## src/rtl/serializer_ctrl_if.sv

```systemverilog
// serializer_ctrl_if: parallel-word input and serial-bit output handshakes
interface serializer_ctrl_if #(parameter int WIDTH = 4);
    logic             in_valid;
    logic             in_ready;
    logic [WIDTH-1:0] in_data;
    logic             ser_valid;
    logic             ser_ready;
    logic             ser_out;
    modport master (input in_valid, in_data, ser_ready, output in_ready, ser_valid, ser_out);
    modport slave  (output in_valid, in_data, ser_ready, input in_ready, ser_valid, ser_out);
endinterface

```

## src/rtl/serializer_ctrl.sv

```systemverilog
// serializer_ctrl: load/shift serializer sequencer with frame strobes and inter-frame gap
module serializer_ctrl #(
    parameter int WIDTH      = 4,
    parameter int GAP_CYCLES = 1,
    parameter int MSB_FIRST  = 1
) (
    input  logic                     clk,
    input  logic                     rst,
    serializer_ctrl_if.master        bus,
    output logic                     load_shift,
    output logic                     frame_start,
    output logic                     frame_end,
    output logic                     busy,
    output logic [7:0]               words_sent
);
    localparam int CW = $clog2(WIDTH);
    localparam logic [CW-1:0] LAST = CW'(WIDTH - 1);
    localparam logic [3:0] GAP_INIT = 4'(GAP_CYCLES > 0 ? GAP_CYCLES - 1 : 0);

    typedef enum logic [1:0] {IDLE, SHIFT, GAP} state_t;

    state_t           state, state_nx;
    logic [WIDTH-1:0] shreg, shreg_nx;
    logic [CW-1:0]    cnt, cnt_nx;
    logic [3:0]       gap_cnt, gap_nx;
    logic [7:0]       words_nx;
    logic             accept, beat, last;

    always_ff @(posedge clk) begin
        if (rst) begin
            state      <= IDLE;
            shreg      <= '0;
            cnt        <= '0;
            gap_cnt    <= '0;
            words_sent <= '0;
        end else begin
            state      <= state_nx;
            shreg      <= shreg_nx;
            cnt        <= cnt_nx;
            gap_cnt    <= gap_nx;
            words_sent <= words_nx;
        end
    end

    always_comb begin
        last          = cnt == LAST;
        bus.ser_valid = state == SHIFT;
        bus.ser_out   = state == SHIFT ? (MSB_FIRST != 0 ? shreg[WIDTH-1] : shreg[0]) : 1'b0;
        // with no gap the next word is taken on the same edge as the last beat
        bus.in_ready  = state == IDLE || (GAP_CYCLES == 0 && state == SHIFT && last && bus.ser_ready);
        accept        = bus.in_valid && bus.in_ready;
        beat          = bus.ser_valid && bus.ser_ready;
        load_shift    = state != SHIFT;
        frame_start   = bus.ser_valid && cnt == '0;
        frame_end     = bus.ser_valid && last;
        busy          = state != IDLE;
        state_nx      = state;
        shreg_nx      = shreg;
        cnt_nx        = cnt;
        gap_nx        = gap_cnt;
        words_nx      = words_sent;
        case (state)
            IDLE: begin
                if (accept) begin
                    shreg_nx = bus.in_data;
                    cnt_nx   = '0;
                    state_nx = SHIFT;
                end
            end
            SHIFT: begin
                if (beat) begin
                    shreg_nx = MSB_FIRST != 0 ? shreg << 1 : shreg >> 1;
                    cnt_nx   = last ? '0 : cnt + 1'b1;
                    if (last) begin
                        words_nx = words_sent + 8'd1;
                        if (GAP_CYCLES > 0) begin
                            gap_nx   = GAP_INIT;
                            state_nx = GAP;
                        end else if (accept) begin
                            shreg_nx = bus.in_data;
                        end else begin
                            state_nx = IDLE;
                        end
                    end
                end
            end
            GAP: begin
                gap_nx   = gap_cnt == 4'd0 ? 4'd0 : gap_cnt - 4'd1;
                state_nx = gap_cnt == 4'd0 ? IDLE : GAP;
            end
            default: state_nx = IDLE;
        endcase
    end
endmodule

```

## src/flat_wrapper.sv

```systemverilog
// flat-port wrapper written by rule: the top's interface ports become plain ports
module serializer_ctrl_flat 
#(
    parameter int WIDTH      = 4,
    parameter int GAP_CYCLES = 1,
    parameter int MSB_FIRST  = 1
)
  (clk, rst, load_shift, frame_start, frame_end, busy, words_sent, bus_in_valid, bus_in_data, bus_ser_ready, bus_in_ready, bus_ser_valid, bus_ser_out);
  serializer_ctrl_if #(.WIDTH(WIDTH)) bus_i ();
  input  logic clk;
  input  logic rst;
  output logic load_shift;
  output logic frame_start;
  output logic frame_end;
  output logic busy;
  output logic [7:0] words_sent;
  input wire logic [$bits(bus_i.in_valid)-1:0] bus_in_valid;
  input wire logic [$bits(bus_i.in_data)-1:0] bus_in_data;
  input wire logic [$bits(bus_i.ser_ready)-1:0] bus_ser_ready;
  output wire logic [$bits(bus_i.in_ready)-1:0] bus_in_ready;
  output wire logic [$bits(bus_i.ser_valid)-1:0] bus_ser_valid;
  output wire logic [$bits(bus_i.ser_out)-1:0] bus_ser_out;
  assign bus_i.in_valid = bus_in_valid;
  assign bus_i.in_data = bus_in_data;
  assign bus_i.ser_ready = bus_ser_ready;
  assign bus_in_ready = bus_i.in_ready;
  assign bus_ser_valid = bus_i.ser_valid;
  assign bus_ser_out = bus_i.ser_out;
  serializer_ctrl #(.WIDTH(WIDTH), .GAP_CYCLES(GAP_CYCLES), .MSB_FIRST(MSB_FIRST)) u_core (.clk(clk), .rst(rst), .bus(bus_i), .load_shift(load_shift), .frame_start(frame_start), .frame_end(frame_end), .busy(busy), .words_sent(words_sent));
endmodule
```

## config.mk

```make
export PLATFORM = sky130hd
export DESIGN_NAME = serializer_ctrl_flat
export DESIGN_NICKNAME = d
export VERILOG_FILES = /design/src/rtl/serializer_ctrl_if.sv /design/src/rtl/serializer_ctrl.sv /design/src/flat_wrapper.sv
export SDC_FILE = /design/constraint.sdc
export NUM_CORES = 1
export LEC_CHECK = 0
export ABC_AREA = 1
export BUFFER_PORTS_ARGS = -buffer_cell sky130_fd_sc_hd__buf_2
export CAP_MARGIN = 20
export CORE_AREA = 2 2 41 62
export CTS_CLUSTER_DIAMETER = 200
export CTS_CLUSTER_SIZE = 10
export DETAILED_ROUTE_END_ITERATION = 8
export DIE_AREA = 0 0 43 64
export PLACE_DENSITY = 0.83
export SLEW_MARGIN = 20
export SYNTH_ARGS = -nofsm -noshare
export SYNTH_HDL_FRONTEND = slang
export SYNTH_SLANG_ARGS = --single-unit
```

## constraint.sdc

```tcl
create_clock -name clk -period 1.6 [get_ports clk]
set_clock_uncertainty 0.15 [all_clocks]
set_input_delay 0.16 -clock clk [delete_from_list [all_inputs] [get_ports clk]]
set_output_delay 0.16 -clock clk [all_outputs]
set_load 0.01 [all_outputs]
```

# == Word level (Yosys, flattened, before mapping) ==
# Cells that the tools add are included.
# W data, S select, Z words.
# word_totals
output_inout_bits,15
reg_bits,20
wordCells,46
inputBits,8
latchBits,0
n_memories,0
rom_bits,0
ramBits,0
# op_classes
n_bitwise,0
n_mux,17
n_lt_le_gt_ge,0
shift,0
n_reduce_logical,14
div_mod_pow,0
multipliers,0
n_eq_ne,7
n_addsub,3
# op_table
operator,n
$mux W4,5
$pmux W4 S2,2
$mux W2,7
$reduce_and A3 Y1,4
$add A8 B1 Y8 const B,1
$ne A2 B1 Y1 const B,4
$pmux W2 S3,1
$reduce_bool A2 Y1,3
$eq A2 B2 Y1 const B,2
$logic_and A1 B1 Y1,4
$logic_not A2 Y1,2
$logic_not A4 Y1,1
$pmux W2 S2,1
$sub A4 B1 Y4 const B,1
$add A2 B1 Y2 const B,1
$eq A2 B1 Y1 const B,1
$mux W1,1

# == Longest topological paths before layout ==
# Gate-level depths: netlist (run 1).
# logic_depth
ltp_word,4
ltp_mapped,7
depth_no_buf,7

# == Worst setup path after synthesis (run 1) ==
# No wires, ideal clock.
# synth_path
path_kind,flip-flop to flip-flop
startpoint,reg u_core.state[0]
endpoint,reg u_core.shreg[1]
n_path_buf,0
path_stages_with_launch,7
setup_slack_ps,276
t_required_ps,1334
period_less_slack_ps,1324
arrival_ps,1059
setup_time_ps,116
cell_sequence,dfxtp_1 nor2_1 nand2_2 nand2_4 inv_2 nor2_1 nor2_1
# synth_via
elab_chain_cells,4
elab_cells_between_ends,9
cone_classes,3 x eq/ne; 1 x mux; 5 x reduce/logical
# synth_lines
item,line_no,text
start: declaration,serializer_ctrl.sv:22,"state_t state, state_nx;"
start signal: assignment,serializer_ctrl.sv:37,state <= state_nx;
$logic_not A2 Y1 *,serializer_ctrl.sv:50,bus.in_ready = state == IDLE || (GAP_CYCLES == 0 && state == SHIFT && last && bus.ser_ready);
named net bus_in_ready,flat_wrapper.sv:20,output wire logic [$bits(bus_i.in_ready)-1:0] bus_in_ready;
$logic_and A1 B1 Y1,serializer_ctrl.sv:51,accept = bus.in_valid && bus.in_ready;
$ne A2 B1 Y1 (no line),-,
$reduce_and A3 Y1 (no line),-,
end signal: assignment,serializer_ctrl.sv:38,shreg <= shreg_nx;
end: declaration,serializer_ctrl.sv:23,"logic [WIDTH-1:0] shreg, shreg_nx;"
# Mark *: on every way through the listed nets, which the timed path passes. The rest lies on a longest branch.
# A chain may end at the register's enable or synchronous reset.

# == Worst setup path in the final report (run 1) ==
# layout_path
startpoint,reg u_core.state[0]
endpoint,out busy
# layout_via
elab_chain_cells,1
# layout_lines
item,line_no,text
$reduce_bool A2 Y1,serializer_ctrl.sv:56,busy = state != IDLE;
end: declaration,flat_wrapper.sv:15,output logic busy;
# Every way passes these cells.

==> flow_summary.ini, run 1 <==
[run_status]
status = finished, final reports clean

[placed_design]
dpl.hpwl_um = 1680
placed_area_sq_um = 1180
dpl_worst_slack_ns = 0.122
place_congestion = 0.788
port_buffers = 22

[cts]
cts_max_level = 1
clk_pin_slew_ns = 0.11
insertion_delay_ns = 0.29
numCtsBuffers = 3
root_buffer = clkbuf_4
post_cts_buffers = 0
cts_resized = 0
cts_sinks = 20
clockBufferDepth = 2
cts_tree = done

[floorplanning]
ios = 23
die_w_um = 43
rows = 21
core_area_sq_um = 2210
initial_core_util_pct = 48.0
die_h_um = 64
die_area_sq_um = 2750

[logic_synthesis]
synthTopCellsByArea = dfxtp_1 38%, nand2_1 12%, nor2_1 9.9%
synthFlopType = dfxtp_1
synth_nets = 168
synth.cell_area_sq_um = 1060
synth_warnings = 0
syn-mean-instance-area_sq_um = 6.84
synth-async-reset-ratio_pct = 0
synth-edff-count = 0
syn-instance-count = 155
ys_seq_area_share_pct = 37.8
synth_top_area_share_pct = 37.8
synth_cell_types = 20
ys_seq_elements = 20
yosysTopAreaCell = dfxtp_1

[pwr]
seq_power_share_pct = 57.4
p_clk_share_pct = 25.2
p_sw_w = 0.000267
internal_power_w = 0.000668
p_comb_share_pct = 17.4
p_leak_nw = 0.562
power_density_nw_per_um2 = 765
irDropWorstVdd_mv = 0.633
switching_share_pct = 28.6

[timing]
fin_crit_sh_pct = 93.8
hold_violations = 0
relSlewSlack_pct = 74.7
grt_setup_unrepaired = no
max_freq_ghz = 0.666
setup_ws_ns = 0.0984
finalMaxSlewViolations = 0
worst_pin_slew_ns = 0.379
setup_violations = 0
fin_setup_tns_ns = 0
min_period_ns = 1.50

[worst_setup_path]
worstSetupPathType = flop to primary output
crit_buf_inv = 2
crit_chain = nor2_1 -> inv_1 -> buf_2
critPathLaunchType = flop
critPathArrivalTime_ns = 1.19
crit_slowest_cell = dfxtp_1
cp.depth = 3
slowest_delay_ns = 0.38
rr_worst_depth = 7
end_kind = primary output
crit_family = flip-flops
cp_max_fo = 4
required_ns = 1.29

[grt]
track_usage_pct = 17.3
grt_pass1_wl_um = 3750
gr-total-overflow = 0
grt_max_degree = 15
antenna_found_initial = 0
grt_pass1_vias = 979

[detailed_routing]
drt-initial-drc-count = 31
dr_wl_met3_um = 76
wl_met2_um = 1180
wl_met1_um = 903
routed_via_density = 5.13
drc = 0
wirelength_um = 2180
vias = 1042
routed.top_layer = met4
drtAntennaViolNets = 0
wl_per_cell_um = 10.7
drt_pass1_iterations = 5

[flow_run]
cap_violations = 0

[layout]
fillCellCount = 221
num_antenna_cells = 0
final_layout_size_suffix_gt1_share_pct = 19.4
stdcell_area_sq_um = 1220
final_common_cell = nand2_1
final_nets = 195
mostFrequentLayoutCells = 35 x nand2_1, 28 x nor2_1, 22 x buf_2
syn2layout_area_growth_pct = 15.3

[min_path]
hp-class = primary input to flop
min_path_cells = 3
==> Yosys cell counts (all sizes together), types with 2 or more instances <==
cell type and instances:
o21ai 9, nand3b 2, buf 2, inv 21, nand3 9, nand2 39, nor2 31, ha 5
nand4 2, a21oi 12, dfxtp 20
==> area by class of cell <==
| cell class | instances | area, sq um | share of cell area [%] |
|---|---|---|---|
| multi-input combinational | 112 | 562 | 46.0 |
| inverter | 21 | 78.8 | 6.45 |
| sequential | 20 | 400 | 32.8 |
| tap | 23 | 28.8 | 2.35 |
| clock buffer | 3 | 22.5 | 1.84 |
| timing repair buffer | 24 | 130 | 10.6 |
==> power groups by stage <==
| stage | registers, W | clock network [W] | logic (W) |
|---|---|---|---|
| after floorplan | 0.000543 | 0 | 0.000113 |
| after global placement | 0.000545 | 0 | 0.000153 |
| after detailed placement | 0.000547 | 0 | 0.000158 |
| after CTS | 0.000536 | 0.000242 | 0.000163 |
| after global routing | 0.000538 | 0.000262 | 0.000183 |
| final | 0.000537 | 0.000236 | 0.000163 |
==> metrics by stage <==
stage | hold slack, ns | cells | power, W | utilization, %
2_1_floorplan | 0.0791 | 155 | 0.000657 | -
3_3_place_gp | 0.264 | 198 | 0.000698 | 53.5
3_5_place_dp | 0.273 | 198 | 0.000705 | 53.5
4_1_cts | 0.00503 | 203 | 0.000941 | 55.4
5_1_grt | 0.0109 | 203 | 0.000984 | 55.4
6_report | 0.00877 | 203 | 0.000935 | 55.4
==> worst register-to-register path, stage by stage, from the launching register on <==
cell     delay, ns
dfxtp_1       0.39
ha_1          0.21
nand2_1       0.12
nor2_4        0.26
nand3_1       0.12
nand2_1       0.08
inv_1         0.04
nor2_1        0.08
==> flip-flops by register name (all words and copies together) (netlist names) <==
name	count
u_core.shreg	4
u_core.cnt	2
u_core.words_sent	8
u_core.gap_cnt	4
u_core.state	2
==> kinds of logic (layout without fill, tap and decap cells) <==
group	Yosys count	after routing	synth area share [%]
buf+inv	23	48	9.21
simple gates	84	84	35.7
fa+ha+maj	5	5	5.90
compound gates	22	22	10.6
flops	20	20	37.8
xor+xnor	1	1	0.827
==> final timing paths <==
path                                                        start                                 to  slack (ns)
worst min-delay path                                 bus_in_valid       u_core.shreg[0]$_SDFFE_PP0P_       0.009
worst max register to register         u_core.cnt[0]$_SDFFE_PP0P_  u_core.words_sent[7]$_SDFFE_PP0P_         0.1
worst max-delay path                 u_core.state[0]$_SDFFE_PP0P_                               busy         0.1
worst min register to register  u_core.words_sent[6]$_SDFFE_PP0P_  u_core.words_sent[6]$_SDFFE_PP0P_        0.31
==> routing by layer <==
metal | GRT usage (%) | vias up
met5 | 0 | -
met3 | 3.95 | 4
met2 | 31.3 | 23
met1 | 17.8 | 476
met4 | 9.09 | 0
li1 | - | 539
==> repair_timing <==
item | in CTS | in global routing
setup endpoints to repair | 0 | 1
hold buffers | 2 | 0
hold endpoints to repair | 6 | 0
Note: power is estimated with default switching activity, not from simulation.
==> inputs of run 2 (changes only) <==
--- a/config.mk
+++ b/config.mk
@@ -8,12 +8,13 @@
 export ABC_AREA = 1
 export BUFFER_PORTS_ARGS = -buffer_cell sky130_fd_sc_hd__buf_2
 export CAP_MARGIN = 20
-export CORE_AREA = 2 2 41 62
+export CORE_AREA = 2 2 48 73
+export CTS_BUF_LIST = sky130_fd_sc_hd__clkbuf_2 sky130_fd_sc_hd__clkbuf_4 sky130_fd_sc_hd__clkbuf_8
 export CTS_CLUSTER_DIAMETER = 200
 export CTS_CLUSTER_SIZE = 10
 export DETAILED_ROUTE_END_ITERATION = 8
-export DIE_AREA = 0 0 43 64
-export PLACE_DENSITY = 0.83
+export DIE_AREA = 0 0 50 75
+export PLACE_DENSITY = 0.66
 export SLEW_MARGIN = 20
 export SYNTH_ARGS = -nofsm -noshare
 export SYNTH_HDL_FRONTEND = slang
==> flow_summary.ini, run 2 (synthesis gave the netlist of run 1 again) <==
[min_path]
hp-class = primary input to flop

[worst_setup_path]
required_ns = 1.29
end_kind = primary output
worstSetupPathType = flop to primary output
critPathLaunchType = flop
critPathArrivalTime_ns = 1.19
cp_max_fo = 6

[floorplanning]
ios = 23
die_area_sq_um = 3750
die_w_um = 50
core_area_sq_um = 3100
die_h_um = 75
initial_core_util_pct = 34.2
rows = 25

[flow_run]
cap_violations = 0

[timing]
worst_pin_slew_ns = 0.438
fin_setup_tns_ns = 0
grt_setup_unrepaired = no
setup_violations = 0
max_freq_ghz = 0.666
relSlewSlack_pct = 70.7
min_period_ns = 1.50
hold_violations = 0
setup_ws_ns = 0.0994
fin_crit_sh_pct = 93.8
finalMaxSlewViolations = 0

[grt]
track_usage_pct = 13.4
grt_max_degree = 15
antenna_found_initial = 0
grt_pass1_wl_um = 3890
gr-total-overflow = 0
grt_pass1_vias = 933

[pwr]
power.total_w = 0.00121
irDropWorstVdd_mv = 0.584
power_density_nw_per_um2 = 937
p_leak_nw = 0.584

[detailed_routing]
wl_per_cell_um = 10.4
routed_via_density = 4.56
drtAntennaViolNets = 0
drc = 0
drt-initial-drc-count = 24
wirelength_um = 2290
vias = 1007
drt_pass1_iterations = 4

[layout]
multi_input_comb_area_sq_um = 562
syn2layout_area_growth_pct = 21.7
fin_util_pct = 41.7
largest_register_ffs = 8
final_common_cell = nand2_1
fin_cells = 221
top_regs = u_core.words_sent x8, u_core.gap_cnt x4, u_core.shreg x4
regArea_sq_um = 400
final_nets = 195
top_register = u_core.words_sent
final_layout_size_suffix_gt1_share_pct = 20.4
fillCellCount = 343
num_antenna_cells = 0
mostFrequentLayoutCells = 35 x nand2_1, 28 x nor2_1, 22 x buf_2

[cts]
cts_resized = 0
root_buffer = clkbuf_8
clockBufferDepth = 2
cts_tree = done
cts_max_level = 1
clk_pin_slew_ns = 0.08
insertion_delay_ns = 0.26
numCtsBuffers = 3
cts_sinks = 20

[placed_design]
port_buffers = 22
dp_cells = 216
dpl_worst_slack_ns = 0.158
dpl.hpwl_um = 1700
place_congestion = 0.747

[run_status]
status = finished, final reports clean
[run 2: cell count changes in the layout (fill, tap and decap cells not counted)]
cell	previous run	this run
buf_4	0	1
clkbuf_4	3	0
clkbuf_8	0	3
dlygate4sd3_1	2	1
bufinv_16	0	1
[run 2: stage by stage]
stage          hold WS (ns)  area [sq um]
2_1_floorplan        0.0791          1060
3_3_place_gp          0.277          1210
3_5_place_dp          0.280          1210
4_1_cts              0.0115          1290
5_1_grt              0.0238          1290
6_report             0.0134          1290
[run 2: critical path, stage by stage, from the launching register on]
cell and delay, ns:
dfxtp_1 0.43, inv_2 0.08, nor2_4 0.13, buf_4 0.16, buf_2 0.13
[run 2: metal layers]
layer | GRT usage, % | routed length, um
met4 | 5.56 | 27
met2 | 24.3 | 1150
met5 | 0 | 0
met3 | 2.58 | 66
met1 | 15.3 | 1040
[run 2: what timing repair did]
| action | 4_1_cts | 5_1_grt |
|---|---|---|
| hold endpoints to repair | 1 | 0 |
| setup endpoints to repair | 0 | 0 |
| hold buffers | 1 | 0 |
| buffers inserted | 0 | 0 |
[run 2: path summary, 6_finish.rpt]
kind / depth (start not counted) / end / slack (ns) / start
setup / recovery: 4 / bus_ser_valid / 0.1 / u_core.state[0]$_SDFFE_PP0P_
hold / removal: 3 / u_core.shreg[0]$_SDFFE_PP0P_ / 0.01 / bus_in_data[0]
setup reg to reg: 6 / u_core.gap_cnt[0]$_SDFFE_PP0P_ / 0.12 / u_core.cnt[0]$_SDFFE_PP0P_
hold reg to reg: 2 / u_core.words_sent[6]$_SDFFE_PP0P_ / 0.32 / u_core.words_sent[6]$_SDFFE_PP0P_
[run 2: report_power, final]
part           switching (W)  leakage [nW]  internal, W  total, W
Combinational       0.000103         0.386    0.0000633  0.000166
Clock               0.000174        0.0357     0.000334  0.000508
Sequential         0.0000159         0.163     0.000519  0.000535
Total               0.000293         0.584     0.000916   0.00121
[run 2: area by class of cell]
cell class                 count  area share, %
multi-input combinational    112           43.5
sequential                    20           31.0
timing repair buffer          24           9.89
inverter                      21           6.11
tap                           40           3.88
clock buffer                   3           3.20
clock inverter                 1           2.33
==> inputs of run 3 (changes only) <==
--- a/config.mk
+++ b/config.mk
@@ -5,15 +5,14 @@
 export SDC_FILE = /design/constraint.sdc
 export NUM_CORES = 1
 export LEC_CHECK = 0
-export ABC_AREA = 1
 export BUFFER_PORTS_ARGS = -buffer_cell sky130_fd_sc_hd__buf_2
 export CAP_MARGIN = 20
-export CORE_AREA = 2 2 48 73
+export CORE_AREA = 2 2 48 72
 export CTS_BUF_LIST = sky130_fd_sc_hd__clkbuf_2 sky130_fd_sc_hd__clkbuf_4 sky130_fd_sc_hd__clkbuf_8
 export CTS_CLUSTER_DIAMETER = 200
 export CTS_CLUSTER_SIZE = 10
 export DETAILED_ROUTE_END_ITERATION = 8
-export DIE_AREA = 0 0 50 75
+export DIE_AREA = 0 0 50 74
 export PLACE_DENSITY = 0.66
 export SLEW_MARGIN = 20
 export SYNTH_ARGS = -nofsm -noshare
==> flow_summary.ini, run 3 <==
[floorplanning]
initial_core_util_pct = 33.5
ios = 23
die_h_um = 74
core_area_sq_um = 3100
die_area_sq_um = 3700
rows = 25
die_w_um = 50

[min_path]
min_to = u_core.shreg[0]$_SDFFE_PP0P_
hp-class = primary input to flop
min_path_cells = 3
hp-start = bus_in_valid

[logic_synthesis]
synth_nets = 131
synth_top_area_share_pct = 38.6
synth.most_common_cell = dfxtp_1
synthTopCellsByArea = dfxtp_1 39%, a21oi_1 7.2%, ha_1 6.0%
synth_warnings = 0
ys_seq_elements = 20
syn-instance-count = 118
synth-edff-count = 0
synthFlopType = dfxtp_1
synth.cell_area_sq_um = 1040
synth-async-reset-ratio_pct = 0
syn-mean-instance-area_sq_um = 8.79
ys_seq_area_share_pct = 38.6
yosysTopAreaCell = dfxtp_1
synth_cell_types = 34
synthTopCellsByCount = 20 x dfxtp_1, 15 x a21oi_1, 11 x inv_1

[layout]
fin_cells = 191
final_common_cell = buf_2
largest_register_ffs = 8
top_regs = u_core.words_sent x8, u_core.gap_cnt x4, u_core.shreg x4
fillCellCount = 311
regArea_sq_um = 408
top_register = u_core.words_sent
syn2layout_area_growth_pct = 33.4
final_layout_size_suffix_gt1_share_pct = 34.4
num_antenna_cells = 0
multi_input_comb_area_sq_um = 603
final_nets = 165
mostFrequentLayoutCells = 21 x buf_2, 16 x dfxtp_1, 14 x a21oi_1

[timing]
relSlewSlack_pct = 73.6
grt_setup_unrepaired = yes
hold_ws_ns = 0.0543
max_freq_ghz = 0.631
fin_crit_sh_pct = 99.1
hold_violations = 0
min_period_ns = 1.59
setup_violations = 0
worst_pin_slew_ns = 0.391
fin_setup_tns_ns = 0
finalMaxSlewViolations = 0

[cts]
insertion_delay_ns = 0.26
root_buffer = clkbuf_8
cts_sinks = 20
clockBufferDepth = 2
numCtsBuffers = 3
cts_tree = done
clk_pin_slew_ns = 0.07
cts_max_level = 1

[detailed_routing]
drtAntennaViolNets = 0
drt_pass1_iterations = 4
drc = 0
wirelength_um = 2290
vias = 985
drt-initial-drc-count = 27
wl_per_cell_um = 12.0
routed_via_density = 5.16

[flow_run]
cap_violations = 0

[placed_design]
place_congestion = 0.684
dpl.hpwl_um = 1660
port_buffers = 22
dp_cells = 182

[worst_setup_path]
critPathLaunchType = flop
rr_worst_depth = 4
r2r_start = u_core.cnt[1]$_SDFFE_PP0P_
end_kind = primary output
rrSetupSlack_ns = 0.06
cp_max_fo = 4
worstSetupPathType = flop to primary output
timing.rr.end = u_core.words_sent[4]$_SDFFE_PP0P_
required_ns = 1.29
critPathArrivalTime_ns = 1.28

[grt]
grt_max_degree = 22
gr-total-overflow = 0
grt_pass1_vias = 916
antenna_found_initial = 0
track_usage_pct = 13.5
grt_pass1_wl_um = 3860

[pwr]
power.total_w = 0.00101
power_density_nw_per_um2 = 728
p_leak_nw = 0.586
irDropWorstVdd_mv = 0.313

[run_status]
status = finished, final reports clean
## run 3: cell count changes after synthesis, moves of 3 or more
cell      change
nand2_1      -32
nor2_1       -23
inv_1         -7
mux2i_1       +5
o21ai_0       -4
o31ai_1       +4
or4_1         +4
a21oi_1       +3
a311oi_1      +3
and2_1        +3
inv_2         -3
## run 3: what timing repair did
action / CTS / global route
pin swaps: 2 / 6
endpoints found under the hold margin: 1 / 0
gates resized for setup: 8 / 10
hold buffers: 1 / 0
setup buffers: 4 / 0
setup endpoints to repair: 6 / 11
## run 3: report_power, final
part           switching [W]  internal, W  total (W)
clock network       0.000161     0.000219   0.000380
logic              0.0000547    0.0000567   0.000111
registers         0.00000757     0.000509   0.000516
total               0.000223     0.000785    0.00101
## run 3: through the flow
step / utilization (%) / worst slack, ns / area, sq um
2_1_floorplan: - / 0.00292 / 1040
3_3_place_gp: 39.5 / 0.0194 / 1220
3_5_place_dp: 39.5 / -0.0504 / 1220
4_1_cts: 43.6 / 0.00604 / 1350
5_1_grt: 44.7 / -0.0310 / 1380
6_report: 44.7 / 0.0140 / 1380
## run 3: layer usage
| layer | vias to the layer above | GRT usage, % | part of all wire (%) |
|---|---|---|---|
| met5 | - | 0 | 0 |
| met4 | 0 | 7.41 | 2.3 |
| met3 | 5 | 2.41 | 3.8 |
| met2 | 21 | 24.9 | 53 |
| met1 | 464 | 14.4 | 41 |
| li1 | 495 | - | - |
## run 3: how the worst max path moves through the flow
stage | cells past startpoint | to | startpoint | slack [ns]
finish | 5 | bus_ser_out | u_core.state[0]$_SDFFE_PP0P_ | 0.01
global route | 5 | bus_ser_out | u_core.state[0]$_SDFFE_PP0P_ | -0.03
CTS | 4 | u_core.words_sent[7]$_SDFFE_PP0P_ | u_core.cnt[0]$_SDFFE_PP0P_ | 0.006
detailed placement | 4 | u_core.words_sent[7]$_SDFFE_PP0P_ | u_core.cnt[1]$_SDFFE_PP0P_ | -0.05
global placement | 4 | u_core.words_sent[7]$_SDFFE_PP0P_ | u_core.cnt[1]$_SDFFE_PP0P_ | 0.02
floorplan | 4 | u_core.words_sent[7]$_SDFFE_PP0P_ | u_core.cnt[0]$_SDFFE_PP0P_ | 0.003
## run 3: layout make-up
class                      instances  area share [%]
multi-input combinational         81            43.6
inverter                          11            3.16
sequential                        20            29.5
timing repair buffer              35            16.2
tap                               40            3.62
clock buffer                       4            3.98
## run 3: logic make-up after synthesis
group	after synthesis	synth area share [%]
muxes	7	7.00
adders and majority gates	5	6.03
AOI/OAI and AO/OA	30	17.3
buffers and inverters	17	7.48
DFF	20	38.6
xor gates and xnor gates	1	0.845
and+or+nand+nor	38	22.8
## run 3: critical path: stages, from the launching register on
cell and delay, ns:
dfxtp_2 0.34, buf_6 0.10, or2b_4 0.28, inv_4 0.07
and2_1 0.11, buf_2 0.12
